`src/rtl/ysyx_22050550_div_iter.sv`:
```
// Iterative restoring divider for DIV/DIVU/REM/REMU and their W-variants, retiring BPC
// quotient bits per cycle, with a fast path for divide-by-zero and signed overflow.
module ysyx_22050550_div_iter #(
    parameter int unsigned XLEN = 64,
    parameter int unsigned BPC  = 1
) (
    input  logic            clock,
    input  logic            reset,
    input  logic            io_in_valid,
    output logic            io_in_ready,
    input  logic            io_in_signed,
    input  logic            io_in_word,
    input  logic [XLEN-1:0] io_in_dividend,
    input  logic [XLEN-1:0] io_in_divisor,
    input  logic            io_flush,
    output logic            io_out_valid,
    input  logic            io_out_ready,
    output logic [XLEN-1:0] io_out_quot,
    output logic [XLEN-1:0] io_out_rem
);

    localparam int unsigned     CntW     = $clog2(XLEN / BPC);
    localparam bit              WordOk   = (XLEN > 32);
    localparam logic [CntW-1:0] CntFull  = CntW'(XLEN / BPC - 1);
    localparam logic [CntW-1:0] CntWord  = CntW'(32 / BPC - 1);
    localparam logic [XLEN-1:0] Mask32   = XLEN'(32'hFFFF_FFFF);
    localparam logic [XLEN-1:0] MinNeg32 = XLEN'(32'h8000_0000);
    localparam logic [XLEN-1:0] MinNegX  = {1'b1, {(XLEN-1){1'b0}}};

    typedef enum logic [1:0] {
        StIdle,
        StBusy,
        StDone
    } state_e;

    state_e            state_q;
    logic [CntW-1:0]   cnt_q;
    logic              word_q;
    logic              quot_neg_q;
    logic              rem_neg_q;
    logic [XLEN-1:0]   dvs_q;
    logic [XLEN-1:0]   dvd_q;
    logic [XLEN-1:0]   pr_q;
    logic [XLEN-1:0]   quot_q;
    logic [XLEN-1:0]   rem_q;

    function automatic logic [XLEN-1:0] sext32(input logic [XLEN-1:0] v);
        logic [XLEN-1:0] r;
        r       = {XLEN{v[31]}};
        r[31:0] = v[31:0];
        return r;
    endfunction

    // Operand decode at accept: magnitudes, signs and fast-path results.
    logic            in_w;
    logic [XLEN-1:0] wmask;
    logic [XLEN-1:0] dvd_w;
    logic [XLEN-1:0] dvs_w;
    logic            dvd_neg;
    logic            dvs_neg;
    logic [XLEN-1:0] dvd_mag;
    logic [XLEN-1:0] dvs_mag;
    logic            div_zero;
    logic            ovf;
    logic [XLEN-1:0] fast_quot;
    logic [XLEN-1:0] fast_rem;

    always_comb begin
        in_w      = io_in_word & WordOk;
        wmask     = in_w ? Mask32 : '1;
        dvd_w     = io_in_dividend & wmask;
        dvs_w     = io_in_divisor & wmask;
        dvd_neg   = io_in_signed & (in_w ? io_in_dividend[31] : io_in_dividend[XLEN-1]);
        dvs_neg   = io_in_signed & (in_w ? io_in_divisor[31] : io_in_divisor[XLEN-1]);
        dvd_mag   = dvd_neg ? ((-dvd_w) & wmask) : dvd_w;
        dvs_mag   = dvs_neg ? ((-dvs_w) & wmask) : dvs_w;
        div_zero  = (dvs_w == '0);
        ovf       = io_in_signed & (dvd_w == (in_w ? MinNeg32 : MinNegX)) & (dvs_w == wmask);
        fast_quot = div_zero ? wmask : dvd_w;
        fast_rem  = div_zero ? dvd_w : '0;
        if (in_w) begin
            fast_quot = sext32(fast_quot);
            fast_rem  = sext32(fast_rem);
        end
    end

    // BPC restoring steps per cycle; the shifted remainder keeps one extra bit so the
    // compare never truncates.
    logic [XLEN-1:0] pr_n;
    logic [XLEN-1:0] sh_n;
    logic [XLEN:0]   shifted;
    logic            ge;
    logic [XLEN-1:0] q_fix;
    logic [XLEN-1:0] r_fix;

    always_comb begin
        pr_n    = pr_q;
        sh_n    = dvd_q;
        shifted = '0;
        ge      = 1'b0;
        for (int i = 0; i < int'(BPC); i++) begin
            shifted = {pr_n, sh_n[XLEN-1]};
            ge      = (shifted >= {1'b0, dvs_q});
            sh_n    = {sh_n[XLEN-2:0], ge};
            pr_n    = ge ? (shifted[XLEN-1:0] - dvs_q) : shifted[XLEN-1:0];
        end
        q_fix = quot_neg_q ? -sh_n : sh_n;
        r_fix = rem_neg_q ? -pr_n : pr_n;
        if (word_q) begin
            q_fix = sext32(q_fix);
            r_fix = sext32(r_fix);
        end
    end

    always_ff @(posedge clock or negedge reset) begin
        if (!reset) begin
            state_q    <= StIdle;
            cnt_q      <= '0;
            word_q     <= 1'b0;
            quot_neg_q <= 1'b0;
            rem_neg_q  <= 1'b0;
            dvs_q      <= '0;
            dvd_q      <= '0;
            pr_q       <= '0;
            quot_q     <= '0;
            rem_q      <= '0;
        end else if (io_flush) begin
            state_q <= StIdle;
        end else begin
            unique case (state_q)
                StIdle: begin
                    if (io_in_valid) begin
                        word_q     <= in_w;
                        quot_neg_q <= dvd_neg ^ dvs_neg;
                        rem_neg_q  <= dvd_neg;
                        dvs_q      <= dvs_mag;
                        pr_q       <= '0;
                        // Word operands are left-aligned so the MSB is always the next bit.
                        dvd_q      <= in_w ? (dvd_mag << (XLEN - 32)) : dvd_mag;
                        cnt_q      <= in_w ? CntWord : CntFull;
                        if (div_zero || ovf) begin
                            quot_q  <= fast_quot;
                            rem_q   <= fast_rem;
                            state_q <= StDone;
                        end else begin
                            state_q <= StBusy;
                        end
                    end
                end
                StBusy: begin
                    pr_q  <= pr_n;
                    dvd_q <= sh_n;
                    if (cnt_q == '0) begin
                        quot_q  <= q_fix;
                        rem_q   <= r_fix;
                        state_q <= StDone;
                    end else begin
                        cnt_q <= cnt_q - 1'b1;
                    end
                end
                StDone: begin
                    if (io_out_ready) begin
                        state_q <= StIdle;
                    end
                end
                default: state_q <= StIdle;
            endcase
        end
    end

    assign io_in_ready  = (state_q == StIdle);
    assign io_out_valid = (state_q == StDone);
    assign io_out_quot  = quot_q;
    assign io_out_rem   = rem_q;

endmodule
```
`config.mk`:
```
export PLATFORM = sky130hd
export DESIGN_NAME = ysyx_22050550_div_iter
export DESIGN_NICKNAME = d
export VERILOG_FILES = /design/src/rtl/ysyx_22050550_div_iter.sv
export SDC_FILE = /design/constraint.sdc
export NUM_CORES = 1
export LEC_CHECK = 0
export BUFFER_PORTS_ARGS = -buffer_cell sky130_fd_sc_hd__buf_4
export CORE_UTILIZATION = 47
export CTS_CLUSTER_DIAMETER = 200
export DETAILED_ROUTE_END_ITERATION = 7
export GPL_ROUTABILITY_DRIVEN = 0
export PLACE_DENSITY = 0.66
export REMOVE_ABC_BUFFERS = 1
export SLEW_MARGIN = 20
export SYNTH_ARGS = -nofsm -noshare
export SYNTH_HDL_FRONTEND = slang
export SYNTH_SLANG_ARGS = --single-unit
```
`constraint.sdc`:
```
create_clock -name clock -period 10.1 [get_ports clock]
set_clock_uncertainty 0.1 [all_clocks]
set_input_delay 1.01 -clock clock [delete_from_list [all_inputs] [get_ports clock]]
set_output_delay 1.01 -clock clock [all_outputs]
set_load 0.01 [all_outputs]
```
**Word-level counts from Yosys, hierarchy flattened**

Index checks and enable logic that the tools add are counted.

- Reductions and logical operators: 10
- Multipliers: 0
- Order comparisons: 1
- Div/mod/pow operators: 0
- Shift operators: 0
- Equality and inequality tests: 11
- Mux-type cells: 38
- Bitwise operators: 10
- Add/sub/neg operators: 6

Operator list:

| kind | count |
|---|---|
| 2-to-1 mux 64 bit | 22 |
| case mux 64 bit (2 select lines) | 4 |
| bitwise AND 64 bit | 4 |
| negator 64 bit | 4 |
| == test 64 bit | 2 |
| >= comparator 65 x 64 -> 1 bit | 1 |
| zero test 64 bit | 1 |
| subtractor 64 bit | 1 |
| 2-to-1 mux 6 bit | 3 |
| case mux 6 bit (2 select lines) | 1 |
| 2-to-1 mux 2 bit | 5 |
| AND reduction 3 bit | 3 |
| zero test 6 bit | 1 |
| inequality test 2 bit (second input constant) | 3 |
| inequality test 3 x 2 -> 1 bit (second input constant) | 2 |
| case mux 2 bit (3 select lines) | 1 |
| subtractor 6 x 1 -> 6 bit (second input constant) | 1 |
| AND reduction 5 bit | 1 |
| bitwise AND 1 bit | 4 |
| AND reduction 4 bit | 1 |
| inequality test 3 bit (second input constant) | 1 |
| == test 2 x 1 -> 1 bit (second input constant) | 1 |
| == test 2 bit (second input constant) | 1 |
| zero test 2 bit | 1 |
| 6 further kinds | 7 |

- ROM bits: 0
- Output and inout bits: 130
- Memories kept: 0
- Word-level logic and storage cells: 86
- RAM bits: 0
- Register bits: 331
- Input port bits: 135
- Latch bits: 0

**Logic depth before layout (Yosys ltp)**

Gate-level depths: netlist of the first run.

- Depth after elaboration: 10
- Depth in mapped cells: 28
- Gate-level depth less buffers: 21

**Least setup slack after synthesis of the first run**

No wires, ideal clock.

- Path type: register to register
- From: register pr_q[9]
- To: register rem_q[62] (netlist: io_out_rem[62])
- Setup time: 66 ps
- Stages on the path, launching flop included: 27
- Clock period less this slack: 6611 ps
- Path buffers: 6
- Data arrival time: 6445 ps
- Slack: 3489 ps
- Data required time: 9934 ps
- Cell sequence: dfrtp_1 -> ha_1 -> buf_2 -> nand4_1 -> nor2_1 -> o211ai_1 -> a2111oi_4 -> o2111ai_1 -> nand2_1 -> buf_2 -> clkbuf_1 -> buf_2 -> buf_1 -> buf_1 -> nand2_1 -> o21ai_0 -> ha_1 -> nand2b_1 -> nor4_1 -> nand4bb_1 -> nor4_2 -> o211ai_1 -> o31a_1 -> or4_4 -> o311a_1 -> a311oi_1 -> o31a_1

- Word-level cells in the longest chain between the ends: 7
- Elaborated cells between the ends (all ways): 8
- Those cells by class: add/sub (2); order compare (1); mux (5)

RTL lines:

| what | line | source |
|---|---|---|
| start, declared | 43 | `logic [XLEN-1:0] pr_q;` |
| start signal, assigned | 151 | `pr_q <= pr_n;` |
| subtractor 64 bit or >= comparator 65 x 64 -> 1 bit (tied branches) | 105, 103 |  |
| 2-to-1 mux 64 bit (*) | 105 | `pr_n = ge ? (shifted[XLEN-1:0] - dvs_q) : shifted[XLEN-1:0];` |
| negator 64 bit | 108 | `r_fix = rem_neg_q ? -pr_n : pr_n;` |
| 2-to-1 mux 64 bit (*) | 108 |  |
| 2-to-1 mux 64 bit (*) | 109 | `if (word_q) begin` |
| 2-to-1 mux 64 bit (*) | 153 | `if (cnt_q == '0) begin` |
| case mux 64 bit (2 select lines) (*) | 130 | `unique case (state_q)` |
| end signal, assigned | 143 | `rem_q <= fast_rem;` |
| end signal, assigned | 155 | `rem_q <= r_fix;` |
| end, declared | 45 | `logic [XLEN-1:0] rem_q;` |

Every way passes the cells marked *; elsewhere a longest branch is shown, timed or not. The select of a mux whose other input is x is not followed.
A chain may end at the register's enable or synchronous reset.

**Worst setup path in the final report of the first run**

- From: register pr_q[5]
- To: register rem_q[58] (netlist: io_out_rem[58])

The elaborated chain is that of the path after synthesis.

==> summary.md, run 1 <==
| Metric | Value |
|---|---|
| Status | completed |
| Row count | 87 |
| Worst Path Required | 10.45 ns |
| Largest net degree at the start of global routing | 149 |
| Predominant post-synthesis flop cell | dfrtp_1 |
| Vias in the first global route | 25142 |
| Sequential area share after synthesis | 30.87% |
| First-pass GRT wire length | 151000 um |
| Final worst slack | 3.067 ns |
| Crit path max-delay cell type | o31ai_1 |
| Resized cells post-CTS | 0 |
| Num CTS Buffers | 39 |
| WL/cell | 22.76 um |
| Leakage | 12.84 nW |
| Critical path's largest stage delay | 0.66 ns |
| Clock Tree Buf Depth | 3 |
| Data arrival time at the worst-slack endpoint | 7.38 ns |
| Crit path launch | pr_q[5] |
| Most frequent cells in the layout | nand2_1 (428), o21ai_0 (386), dfrtp_1 (329) |
| Slew Limit Fails | 0 |
| Final setup TNS | 0 ns |
| Die Width | 240.9 um |
| # DRC | 0 |
| RSZ-0062 raised after global routing | no |
| Mapped Cells | 3485 |
| Synth-to-layout area growth | 13.86% |
| Peak Freq | 142.2 MHz |
| Via/cell ratio | 6.353 |
| Worst R2R Setup Slack | 3.07 ns |
| Worst R2R Start | pr_q[5] |
| Pint | 4.421 mW |
| Synthesized area | 0.02683 mm2 |
| Endpoints failing hold | 0 |
| Setup bufs post-CTS | 0 |
| # diodes | 0 |
| Power per cell area | 282.5 mW/mm2 |
| DRT iter0 DRCs | 3057 |
| Fin util | 54.18% |
| Synth warn | 0 |
| Worst setup EP type | flop |
| Post-route clock period utilization | 69.63% |
| Cts hold-fix bufs | 0 |
| Critical path fanouts, max | 31 |
| Core ar. | 0.05639 mm2 |
| Met2 WL | 44190 um |
| Non-filler instance count after layout | 4387 |
| Multi-input logic area | 0.01730 mm2 |
| Seq pwr share | 23.4% |
| Clk pin slew, worst setup/hold paths | 0.06 ns |
| Clock power frac | 17.2% |
| Vias | 27872 |
| Fraction of layout cells with a size suffix above 1 | 12.01% |
| Nets | 3810 |
| IO Count | 265 |
| Worst hold margin | 0.3779 ns |
| FILL cells | 5501 |
| Die area | 0.05804 mm2 |
| Placement Setup Slack | 3.290 ns |
| I/O Buffers | 264 |
| Hpwl dp | 75730 um |
| Actual slew at the worst max-slew pin | 1.071 ns |
| M1 WL | 42050 um |
| Clock net sink count | 331 |
| Crit Path Category | flop to flop |
| Uppermost routed layer | met5 |
| Max Cap Violations | 0 |
| Root cell of the clock tree | clkbuf_16 |
| Min Tclk post-route | 7.033 ns |
| Initial Util | 47.58% |
| Clk Latency, worst-skew pair | 0.59 ns |
| Storage element area | 0.008285 mm2 |
| TritonRoute pass-1 iters | 8 |
| Initial antenna violation count | 1 |
| Unique masters post-synth | 96 |
| Cell mode on critical path | ha_1 |
| DR WL met3 | 9512 um |
| ANT nets after route | 0 |
| Chip height | 240.9 um |
| Overall Global Routing Usage | 33.68% |
| Setup violators final | 0 |
| Switch share | 48.76% |
| EDFF count, synth | 0 |
| #FFs+latches synth | 331 |
| Leading cell type in the layout, fill and taps excluded | nand2_1 |
| H-tree Lvls | 2 |
| Mean Syn Cell Area | 7.699 um2 |
| GRT overflow | 0 |
| Startpoint Class | flop |
| Slew HR | 28.20% |
| Worst ir drop on vdd | 209.7 uV |
| Dpl cells | 4318 |
| Sw Pwr | 4.208 mW |
| WL final | 99870 um |
| CTS tree | yes |
| Combinational power share | 59.4% |
| Worst path cell trace | ha_1 -> a21oi_4 -> o21ai_2 -> a221oi_2 -> a2111oi_4 -> o2111ai_1 -> buf_4 -> nand2_4 -> inv_2 -> mux2i_1 -> ha_1 -> nand2b_1 -> nor4_1 -> nand4bb_1 -> o31ai_1 -> and4_1 -> nand4b_1 -> o41a_1 -> xor2_1 -> a221oi_1 -> nor2_1 |
| Hold crit path type | primary input to asynchronous set/reset pin |
| Async SR Flop Fraction | 100.0% |
-- cell usage after synthesis (51+ instances only) --
master	n	share of area (%)
a211oi_1	53	1.5
a21oi_1	277	5.2
clkbuf_1	179	2.5
dfrtp_1	331	31
ha_1	71	3.3
inv_1	107	1.5
nand2_1	431	6.0
nand4_1	61	1.4
nor2_1	295	4.1
nor3_1	86	1.6
nor4_1	51	1.2
o21ai_0	386	7.2
o22ai_1	98	2.3
o31ai_1	72	2.0
xnor2_1	146	4.8
xor2_1	125	4.1
-- power by group through the flow --
| stage | clock network [mW] | logic (mW) | registers, mW |
|---|---|---|---|
| 5_1_grt | 1.54 | 5.54 | 2.06 |
| 2_1_floorplan | 0 | 3.29 | 2.04 |
| 3_5_place_dp | 0 | 4.98 | 2.03 |
| 3_3_place_gp | 0 | 4.96 | 2.02 |
| 4_1_cts | 1.50 | 5.00 | 2.01 |
| 6_report | 1.48 | 5.13 | 2.02 |
-- per-stage QoR --
step / instance area [um2] / power [mW]
2_1_floorplan: 25920 / 5.323
3_3_place_gp: 29240 / 6.982
3_5_place_dp: 29240 / 7.013
4_1_cts: 30540 / 8.506
5_1_grt: 30550 / 9.139
6_report: 30550 / 8.629
-- routing by layer --
layer	track usage [%]	vias up
met4	12.75	2
met1	47.05	13129
li1	-	13088
met5	0	-
met3	5.433	213
met2	52.12	1440
-- sequential cells by signal, indices dropped and copies added (netlist names) --
register,cells
cnt_q,6
dvd_q,64
dvs_q,64
io_out_quot,64
io_out_rem,64
pr_q,64
quot_neg_q,1
rem_neg_q,1
state_q,2
word_q,1
-- worst paths after layout --
path                                        end  cells after the start
max in group asynchronous             dvs_q[46]                      2
worst max register to register   io_out_rem[58]                     21
worst max-delay path             io_out_rem[58]                     21
worst min register to register         dvs_q[4]                      2
min in group clock                     dvs_q[4]                      2
worst min-delay path            io_out_quot[16]                      1
-- final cells by class --
type / count / share of cell area, %
Multi-Input combinational cell: 2816 / 56.63
Sequential cell: 331 / 27.12
Timing Repair Buffer: 305 / 7.561
Clock buffer: 50 / 3.527
Tap cell: 756 / 3.096
Inverter: 110 / 1.352
Clock inverter: 19 / 0.7086
-- worst max-delay path: cells and delay by family, from the launching register on --
family                   cells  cell delay (ns)
flip-flops                   1             0.48
multiplexers                 1             0.32
AO/OA/AOI/OAI                8             2.73
XOR/XNOR                     1             0.15
AND/OR/NAND/NOR              7             1.69
adder cells (fa/ha/maj)      2             0.85
buffers and inverters        2             0.57
-- cells by family (layout without fill, tap and decap cells) --
| family | Yosys count | after routing | share of synthesized area, % |
|---|---|---|---|
| flip-flops | 331 | 331 | 30.87 |
| multiplexers | 49 | 49 | 1.875 |
| buffers and inverters | 338 | 484 | 4.911 |
| AND/OR/NAND/NOR | 1186 | 1186 | 21.06 |
| adder cells (fa/ha/maj) | 72 | 72 | 3.386 |
| AO/OA/AOI/OAI | 1238 | 1238 | 29.05 |
| XOR/XNOR | 271 | 271 | 8.847 |
(Power assumes the default switching activity.)
==> inputs of run 2 (changes only) <==
- PLACE_DENSITY: 0.66 -> 0.68
- clock period: 10.1 -> 5.8 ns (I/O delays scaled with it)
==> summary.md, run 2 (same netlist as run 1, synthesis figures left out) <==
| Metric | Value |
|---|---|
| Initial Util | 47.58% |
| First-pass GRT wire length | 153400 um |
| Startpoint Class | flop |
| Row count | 87 |
| Chip height | 240.9 um |
| Min Tclk post-route | 5.697 ns |
| FILL cells | 5418 |
| Core ar. | 0.05639 mm2 |
| WL/cell | 22.30 um |
| Clock Tree Buf Depth | 3 |
| Hold crit path type | primary input to flop |
| Endpoints failing hold | 0 |
| Critical path's largest stage delay | 0.54 ns |
| Crit Path Category | flop to flop |
| CTS tree | yes |
| Clk Latency, worst-skew pair | 0.58 ns |
| Synth-to-layout area growth | 18.41% |
| GRT overflow | 0 |
| RSZ-0062 raised after global routing | yes |
| WL final | 101100 um |
| Worst ir drop on vdd | 300.5 uV |
| Vias | 28573 |
| Worst path cell trace | ha_2 -> nand4_1 -> buf_4 -> nor3_2 -> nand4_1 -> o31ai_2 -> a211oi_4 -> nand2_4 -> inv_2 -> mux2i_1 -> ha_1 -> nand2b_1 -> nor4_2 -> nand4bb_1 -> nor4_4 -> o211ai_1 -> o31a_1 -> or4_4 -> o311a_1 -> a311oi_1 -> o31a_1 |
| Hpwl dp | 77710 um |
| Die area | 0.05804 mm2 |
| Crit path max-delay cell type | or4_4 |
| Critical path fanouts, max | 9 |
| Slew HR | 31.75% |
| Leakage | 13.59 nW |
| Num CTS Buffers | 38 |
| Overall Global Routing Usage | 34.19% |
| Post-route clock period utilization | 98.22% |
| Max Cap Violations | 0 |
| Clk pin slew, worst setup/hold paths | 0.06 ns |
| Slew Limit Fails | 0 |
| Initial antenna violation count | 2 |
| Worst hold margin | 0.2035 ns |
| ANT nets after route | 0 |
| Non-filler instance count after layout | 4533 |
| Worst setup EP type | flop |
| Root cell of the clock tree | clkbuf_16 |
| Most frequent cells in the layout | buf_4 (445), nand2_1 (427), o21ai_0 (385) |
| Leading cell type in the layout, fill and taps excluded | buf_4 |
| Vias in the first global route | 26096 |
| Setup violators final | 0 |
| Fraction of layout cells with a size suffix above 1 | 15.58% |
| Via/cell ratio | 6.303 |
| Clock net sink count | 331 |
| H-tree Lvls | 2 |
| Worst path bufs/invs | 2 |
| Data arrival time at the worst-slack endpoint | 6.11 ns |
| Actual slew at the worst max-slew pin | 1.018 ns |
| I/O Buffers | 264 |
| Crit path launch | pr_q[6] |
| Peak Freq | 175.5 MHz |
| WP depth | 21 |
| Dpl cells | 4461 |
| Worst R2R Setup Slack | 0.10 ns |
| Final total power | 15.66 mW |
| Area after DPL | 0.03035 mm2 |
| FF-to-FF path depth | 21 |
| # DRC | 0 |
| Final instance area | 0.03177 mm2 |
| Largest net degree at the start of global routing | 126 |
| IO Count | 265 |
| Worst R2R Start | pr_q[6] |
| Power per cell area | 492.8 mW/mm2 |
| CP endpoint | io_out_rem[62] |
| TritonRoute pass-1 iters | 7 |
| DRT iter0 DRCs | 3233 |
| Status | completed |
| Worst Path Required | 6.21 ns |
| Fin util | 56.34% |
| Die Width | 240.9 um |
| Cell family with most CP delay | simple AND/OR/NAND/NOR gates |
| Nets | 3954 |
| RR Endpoint | io_out_rem[62] |
-- run 2: worst min path at each step --
stage | slack [ns] | startpoint | end | cells after the start
global route | 0.21 | io_in_divisor[1] | dvs_q[1] | 3
global placement | 0.36 | dvs_q[22] | dvs_q[22] | 2
detailed placement | 0.37 | dvs_q[2] | dvs_q[2] | 2
CTS | 0.19 | io_in_divisor[1] | dvs_q[1] | 3
floorplan | 0.18 | reset | cnt_q[0] | 0
finish | 0.20 | io_in_divisor[1] | dvs_q[1] | 3
-- run 2: routing by layer --
layer | vias up | part of all wire, % | track usage (%)
met4 | 2 | 5.0 | 15.63
met1 | 13319 | 41 | 47.65
met5 | - | 0.0079 | 0
met2 | 1631 | 43 | 51.88
met3 | 262 | 10 | 5.456
li1 | 13359 | - | -
-- run 2: stage by stage --
step / worst slack, ns / TNS [ns]
2_1_floorplan: -2.664 / -358.81
3_3_place_gp: -0.2911 / -0.4273
3_5_place_dp: -0.3398 / -0.5376
4_1_cts: 0.004945 / 0
5_1_grt: -0.09394 / -0.1550
6_report: 0.1031 / 0
-- run 2: area by class of cell --
cell class / instances / area, um2 / share of cell area [%]
diodes: 2 / 5.005 / 0.01575
clock buffers: 52 / 1095 / 3.446
clock inverters: 16 / 240.2 / 0.7562
inverters: 110 / 412.9 / 1.300
multi-input cells: 2816 / 17360 / 54.64
flip-flops and latches: 331 / 8285 / 26.08
well taps: 756 / 945.9 / 2.978
repair buffers: 450 / 3426 / 10.78
-- run 2: worst register-to-register path, cell delays in order (launching register included) --
cell	delay [ns]
dfrtp_1	0.45
ha_2	0.45
nand4_1	0.11
buf_4	0.19
nor3_2	0.31
nand4_1	0.25
o31ai_2	0.37
a211oi_4	0.10
nand2_4	0.11
inv_2	0.05
mux2i_1	0.20
ha_1	0.20
nand2b_1	0.08
nor4_2	0.20
nand4bb_1	0.28
nor4_4	0.37
o211ai_1	0.22
o31a_1	0.37
or4_4	0.54
o311a_1	0.30
a311oi_1	0.25
o31a_1	0.15
-- run 2: power breakdown --
group | internal (mW) | total, mW | switching [mW]
sequential | 2.92 | 3.49 | 0.570
clock | 1.55 | 2.60 | 1.05
combinational | 3.79 | 9.56 | 5.76
-- run 2: what timing repair did --
item | in CTS | in global routing
pin swaps | 1 | 1
buffers inserted | 1 | 0
setup endpoints to repair | 8 | 11
hold buffers | 1 | 0
gates resized for setup | 2 | 12
hold endpoints to repair | 1 | 0
